$ cat config.mk
export PLATFORM = sky130hd
export DESIGN_NAME = prog_timer
export DESIGN_NICKNAME = d
export VERILOG_FILES = /design/src/rtl/timer_pkg.sv /design/src/rtl/tick_prescaler.sv /design/src/rtl/prog_timer.sv
export SDC_FILE = /design/constraint.sdc
export NUM_CORES = 1
export LEC_CHECK = 0
export BUFFER_PORTS_ARGS = -buffer_cell sky130_fd_sc_hd__buf_2
export CAP_MARGIN = 20
export CORE_UTILIZATION = 42
export DETAILED_ROUTE_END_ITERATION = 8
export PLACE_DENSITY = 0.69
export SLEW_MARGIN = 20
export SYNTH_ARGS = -nofsm -noshare
export SYNTH_HDL_FRONTEND = slang
export SYNTH_HIERARCHICAL = 1
export SYNTH_SLANG_ARGS = --single-unit
$ cat constraint.sdc
create_clock -name clk -period 3.8 [get_ports clk]
set_input_delay 0.76 -clock clk [delete_from_list [all_inputs] [get_ports clk]]
set_output_delay 0.76 -clock clk [all_outputs]
set_load 0.02 [all_outputs]
$ cat src/rtl/timer_pkg.sv
// Shared constants for the programmable timer: write-bus register map, CTRL bit
// positions and counting modes.
package timer_pkg;

    typedef enum logic [1:0] {
        A_CTRL   = 2'd0,
        A_RELOAD = 2'd1,
        A_COUNT  = 2'd2,
        A_IRQCLR = 2'd3
    } wr_addr_e;

    localparam int unsigned EN      = 0;
    localparam int unsigned MODE    = 1;
    localparam int unsigned RESTART = 2;

    localparam logic MODE_PERIODIC = 1'b0;
    localparam logic MODE_ONESHOT  = 1'b1;

endpackage

$ cat src/rtl/tick_prescaler.sv
// Free-running prescaler producing a one-cycle tick enable every PRESC_MAX+1
// clk cycles; tick is decoded combinationally from the counter.
module tick_prescaler #(
    parameter int unsigned PRESC_MAX = 25000,
    parameter int unsigned PRESC_W   = 15
) (
    input  logic clk,
    input  logic rst,
    output logic tick
);

    logic [PRESC_W-1:0] r_presc;
    logic               w_tick;

    assign w_tick = (r_presc == PRESC_W'(PRESC_MAX));
    assign tick   = w_tick;

    always_ff @(posedge clk) begin
        if (rst) begin
            r_presc <= '0;
        end else if (w_tick) begin
            r_presc <= '0;
        end else begin
            r_presc <= r_presc + 1'b1;
        end
    end

endmodule

$ cat src/rtl/prog_timer.sv
// Multi-channel programmable timer: one shared prescaler tick drives NCH
// independent up-counters with compare/reload, periodic/one-shot mode and sticky irq.
module prog_timer
    import timer_pkg::*;
#(
    parameter  int unsigned WIDTH     = 16,
    parameter  int unsigned NCH       = 2,
    parameter  int unsigned PRESC_MAX = 25000,
    parameter  int unsigned PRESC_W   = 15,
    localparam int unsigned CH_W      = (NCH > 1) ? $clog2(NCH) : 1
) (
    input  logic                 clk,
    input  logic                 rst,
    input  logic                 wr_en,
    input  logic [CH_W-1:0]      wr_ch,
    input  logic [1:0]           wr_addr,
    input  logic [WIDTH-1:0]     wr_data,
    output logic [NCH*WIDTH-1:0] count_out,
    output logic [NCH*3-1:0]     ctrl_out,
    output logic [NCH-1:0]       irq,
    output logic                 tick
);

    logic w_tick;

    tick_prescaler #(
        .PRESC_MAX (PRESC_MAX),
        .PRESC_W   (PRESC_W)
    ) u_presc (
        .clk  (clk),
        .rst  (rst),
        .tick (w_tick)
    );

    assign tick = w_tick;

    for (genvar g = 0; g < NCH; g++) begin : g_ch
        logic [WIDTH-1:0] r_count;
        logic [WIDTH-1:0] r_reload;
        logic             r_en;
        logic             r_mode;
        logic             r_irq;
        logic             w_sel;
        logic             w_cnt_wr;
        logic             w_restart;
        logic             w_match;

        // Out-of-range channel numbers never equal any g, so they select nothing.
        assign w_sel     = wr_en && (wr_ch == CH_W'(g));
        assign w_cnt_wr  = w_sel && (wr_addr == A_COUNT);
        assign w_restart = w_sel && (wr_addr == A_CTRL) && wr_data[RESTART];
        assign w_match   = w_tick && r_en && (r_count == r_reload)
                           && !w_cnt_wr && !w_restart;

        always_ff @(posedge clk) begin
            if (rst) begin
                r_count  <= '0;
                r_reload <= '0;
                r_en     <= 1'b0;
                r_mode   <= MODE_PERIODIC;
                r_irq    <= 1'b0;
            end else begin
                if (w_cnt_wr) begin
                    r_count <= wr_data;
                end else if (w_restart) begin
                    r_count <= '0;
                end else if (w_match) begin
                    if (r_mode == MODE_PERIODIC) begin
                        r_count <= '0;
                    end else begin
                        r_en <= 1'b0;
                    end
                end else if (w_tick && r_en) begin
                    r_count <= r_count + 1'b1;
                end

                if (w_match) begin
                    r_irq <= 1'b1;
                end else if (w_sel && (wr_addr == A_IRQCLR)) begin
                    r_irq <= 1'b0;
                end

                if (w_sel && (wr_addr == A_RELOAD)) begin
                    r_reload <= wr_data;
                end

                // Placed last so a CTRL write overrides a one-shot auto-disable.
                if (w_sel && (wr_addr == A_CTRL)) begin
                    r_en   <= wr_data[EN];
                    r_mode <= wr_data[MODE];
                end
            end
        end

        assign count_out[g*WIDTH +: WIDTH] = r_count;
        assign ctrl_out[g*3 +: 3]          = {1'b0, r_mode, r_en};
        assign irq[g]                      = r_irq;
    end

endmodule

* Yosys cells after proc, flatten, opt, wreduce, memory -nomap -nowiden
Cells that the tools add are included.
** Storage, ports and cells
- Output and inout bits :: 41
- Latch bits :: 0
- ROM bits :: 0
- Memories :: 0
- Word-level logic and storage cells :: 89
- Memory bits (writable) :: 0
- Bits in registers :: 85
** Operators by class
- Multiply operators :: 0
- Reductions and logical operators :: 38
- Equal/unequal tests :: 12
- $lt $le $gt $ge :: 0
- $add $sub $neg :: 3
- Shifts and indexed selects :: 0
- Muxes and demuxes :: 24
- Bitwise operators :: 1
- Div/mod/pow operators :: 0
** Operators with widths (count)
- 2-to-1 mux 16 bit :: 10
- adder 16 x 1 -> 16 bit (second input constant) :: 2
- equality test 16 bit :: 2
- logical AND 1 bit :: 20
- adder 15 x 1 -> 15 bit (second input constant) :: 1
- equality test 15 bit (second input constant) :: 1
- 2-to-1 mux 1 bit :: 14
- nonzero test 2 bit :: 6
- inequality test 2 x 1 -> 1 bit (second input constant) :: 4
- inequality test 4 bit (second input constant) :: 2
- AND reduction 4 bit :: 2
- nonzero test 4 bit :: 2
- equality test 2 bit (second input constant) :: 2
- logical NOT 1 bit :: 4
- AND reduction 2 bit :: 2
- equality test 2 x 1 -> 1 bit (second input constant) :: 1
- logical NOT 2 bit :: 1
- OR reduction 2 bit :: 1
- inverter 1 bit :: 1

* Longest topological paths before layout
- Depth after elaboration :: 10
- Depth in mapped cells :: 12
- Depth with buffers taken out :: 10

* By module
The synthesis kept the hierarchy.
** Modules (own cells, without submodules)
- prog_timer :: cells an instance 498, area an instance 3941.3 um^2, sequential area each 1401.3 um^2, instances 1
- tick_prescaler :: cells an instance 79, area an instance 719.4 um^2, sequential area each 300.3 um^2, instances 1

* Worst setup path before layout
No wires, ideal clock.
- Path type :: register to register
- Start point :: register u_presc.r_presc[12]
- End point :: register g_ch[1].r_count[10]
- Library setup time :: 117 ps
- Setup slack :: 587 ps
- Period minus slack after synthesis :: 3213 ps
- Required time :: 3683 ps
- Cell stages (with the launch flop) :: 11
- Arrival :: 3096 ps
- Buffers on the path :: 2
- Path through :: dfxtp_1 -> or4_1 -> nor4_2 -> and2_1 -> buf_2 -> o2111a_1 -> nand3_1 -> or4_4 -> and2_4 -> buf_6 -> a32o_1
** On the way
- Word-level cells in the longest chain between the ends :: 8
** Ends and longest elaborated chain
- start: declaration :: RTL line tick_prescaler.sv:12 : logic [PRESC_W-1:0] r_presc;
- start signal: assignment :: RTL line tick_prescaler.sv:24 : r_presc <= r_presc + 1'b1;
- equality test 15 bit * :: RTL line tick_prescaler.sv:15 : assign w_tick = (r_presc == PRESC_W'(PRESC_MAX));
- net tick :: RTL line prog_timer.sv:21 : output logic tick
- logical AND 1 bit * :: RTL line prog_timer.sv:52, prog_timer.sv:73
- logical AND 1 bit :: RTL line prog_timer.sv:52 : assign w_match = w_tick && r_en && (r_count == r_reload)
- logical AND 1 bit (2 in series) :: RTL line prog_timer.sv:53 : && !w_cnt_wr && !w_restart;
- 2-to-1 mux 16 bit :: RTL line prog_timer.sv:67 : end else if (w_match) begin
- 2-to-1 mux 16 bit :: RTL line prog_timer.sv:65 : end else if (w_restart) begin
- 2-to-1 mux 16 bit :: RTL line prog_timer.sv:63 : if (w_cnt_wr) begin
- end signal: assignment :: RTL line prog_timer.sv:64 : r_count <= wr_data;
- end signal: assignment :: RTL line prog_timer.sv:74 : r_count <= r_count + 1'b1;
- end: declaration :: RTL line prog_timer.sv:38 : logic [WIDTH-1:0] r_count;
The timed path passes the listed nets; every way through them passes the cells marked *.
A chain may end at the register's enable or synchronous reset.

* Worst setup path in the final report
- Start point :: register u_presc.r_presc[12]
- End point :: register g_ch[1].r_count[4]
** On the way
- Word-level cells in the longest chain between the ends :: 8
** Ends and longest elaborated chain (RTL line)
- equality test 15 bit * :: tick_prescaler.sv:15
- logical AND 1 bit * :: prog_timer.sv:52, prog_timer.sv:73
- logical AND 1 bit :: prog_timer.sv:52
- logical AND 1 bit (2 in series) :: prog_timer.sv:53
- 2-to-1 mux 16 bit :: prog_timer.sv:67
- 2-to-1 mux 16 bit :: prog_timer.sv:65
- 2-to-1 mux 16 bit :: prog_timer.sv:63
Mark *: on every way between the ends. The rest lies on a longest branch, timed or not.

==> metrics.csv <==
metric,value,unit
synthTopCellsByArea,"dfxtp_1, nand2_1, a32o_1, a21oi_1, xnor2_1",
min_period_over_period,87.09,%
rrSetupSlack,0.49,ns
fp-row-count,38,
area_delta_synth_final,11.92,%
status,"complete, but fails checks",
place.gp.congestion,0.8708,
grt_pass1_vias,4141,
io-pin-count,63,
cts_buffers,9,
ys_async_sr_fraction,0,%
postCtsSetupBuffers,0,
regArea,1702,sq um
hold_path.class,flip-flop to flip-flop,
fin_cells,767,
maxSlewViolCount,0,
drc,1,
syn_inst,577,
clk_pin_slew,0.09,ns
synth_seq_cells,85,
worstHoldPathCells,2,
tightest_slew,1.052,ns
met2_usage,38.94,%
overflow,0,
drive_gt1_share,16.27,%
yosysWarningCount,6,
cts_hold_buf,0,
final_nets,648,
cp.arrival,3.59,ns
fillCellCount,1088,
clock_latency,0.37,ns
top_usage_layer,met2,
fin_setup_tns,0,ns
dieArea,11520,sq um
rsz0062_at_grt,false,
synth-edff-count,0,
drv_cap,0,
grt_pass1_wl,21.60,mm
dr.pass1.iters,9,
hold_violations,0,
cp-start-kind,flip-flop,
endpoint_kind,flip-flop,
period_needed,3.310,ns
port_buffers,60,
worstRegToRegCells,9,
use_met3,4.177,%
cp_max_fo,10,
antenna_cells,0,
yosys.area.top_type_share,36.51,%
setup_ws,0.4904,ns
syn_area,4661,sq um
required,4.08,ns
antenna_found_initial,0,
cts.root.buffer_cell,clkbuf_8,
setup_viol,0,
cts_resized,0,
ant_nets,0,
ctsHtreeMaxLevel,3,
yosysUniqueCellTypes,66,
fmax,302.2,MHz
initialDrtViolationCount,377,
synth_area_per_cell,8.078,sq um
grtUsageMet1,32.60,%
via_per_inst,5.884,
yosysSeqAreaShare,36.51,%
placed_cells,751,
grt.total_usage,24.14,%
p_leak,1.937,nW
die_h,107.3,um
yosysTopAreaCell,dfxtp_1,
core-area,10840,sq um
vias,4513,
max-vdd-ir-drop,0.1492,mV
violations,DRC,
multi_input_area,2710,sq um
synth_ff_type,dfxtp_1,
cts_tree,yes,
grt_max_degree,48,
total_power,1.729,mW
setup.worst_path.class,flip-flop to flip-flop,
final_core_util,48.12,%
place_ws,0.5605,ns
slew_headroom,29.51,%
routed_wl,13.37,mm
clock_path_buffers,2,
hpwl,9.690,mm
start_util,42.99,%
power.density,331.4,nW/um^2
clkSinkCount,85,
dieWidth,107.3,um
wl_per_cell,17.44,um
fin_skew,0.01355,ns
[power by group]
group	internal [mW]	switching, mW	total (mW)
registers	0.904	0.0168	0.921
logic	0.0524	0.103	0.156
clock network	0.304	0.348	0.652
[cell type report]
class | instances | area share, %
Multi-Input combinational cell | 437 | 51.95
Sequential cell | 85 | 32.62
Timing Repair Buffer | 68 | 6.908
Tap cell | 140 | 3.358
Clock buffer | 10 | 2.447
Inverter | 21 | 1.511
Clock inverter | 6 | 1.199
[cells in the final DEF (no fill, tap or decap), types with 9 or more instances in the layout]
master / Yosys / layout
xor2_1: 18 / 18
xnor2_1: 19 / 19
a21oi_1: 38 / 38
dfxtp_1: 85 / 85
buf_2: 6 / 60
nand2_1: 110 / 110
nor2_1: 34 / 34
nor3_1: 15 / 15
clkbuf_8: 0 / 9
and3_1: 12 / 12
a32o_1: 25 / 25
nand3_1: 32 / 32
inv_1: 21 / 21
o31ai_1: 9 / 9
[per-stage QoR]
stage | hold slack [ns] | instance area, sq um
final | 0.4701 | 5216
after CTS | 0.4737 | 5216
after detailed placement | 0.4620 | 5026
after floorplan | 0.4363 | 4664
after global routing | 0.4886 | 5216
after global placement | 0.4470 | 5019
[synth_stat cells (all sizes together) (2+ instances only)]
cell and n:
xnor2 19, o2111a 2, and2 5, nor3 16, xor2 18, o32ai 2, o2bb2ai 2, a21oi 39
nor2 34, or2 4, or4 7, o211ai 2, and4 3, a22o 8, o21ai 7, ha 4
dfxtp 85, nand2 110, inv 21, o21bai 2, mux2i 2, a32o 25, o22ai 2, or3 6
a211oi 3, nand3 32, clkbuf 18, a221oi 2, or3b 2, nand4 9, buf 17, and3 13
o41ai 4, nand2b 8, nor2b 8, nor4 8, o311a 2, o31ai 9
[worst paths after layout]
path | startpoint | to
setup / recovery | u_presc/r_presc[12] | g_ch[1].r_count[4]
setup reg to reg | u_presc/r_presc[12] | g_ch[1].r_count[4]
hold reg to reg | g_ch[0].r_reload[0] | g_ch[0].r_reload[0]
hold / removal | g_ch[0].r_reload[0] | g_ch[0].r_reload[0]
[layer usage]
metal	up-vias	share of wire (%)
met3	19	6.2
met1	2184	45
met4	0	1.7
met5	-	0
met2	151	47
li1	2159	-
[critical path, stage by stage, from the launching register on]
cell,delay (ns)
dfxtp_1,0.35
or4_1,0.55
nor4_2,0.44
and2_1,0.39
o2111a_1,0.26
nand3_1,0.14
nor3_1,0.48
buf_4,0.29
nor3_1,0.07
o32ai_1,0.25
[cell families after synthesis]
family,synth area share [%]
xor+xnor,6.953
compound gates,20.13
buf+inv,5.718
flops,36.51
mux,0.4295
simple gates,29.10
fa+ha+maj,1.074
other cells,0.08046
[state kept, by name, indices dropped and copies added, names as in the netlist]
signal           cells
g_ch.r_count        32
g_ch.r_reload       32
u_presc/r_presc     15
g_ch.r_en            2
g_ch.r_irq           2
g_ch.r_mode          2
Power figures use the tool's default switching activity.
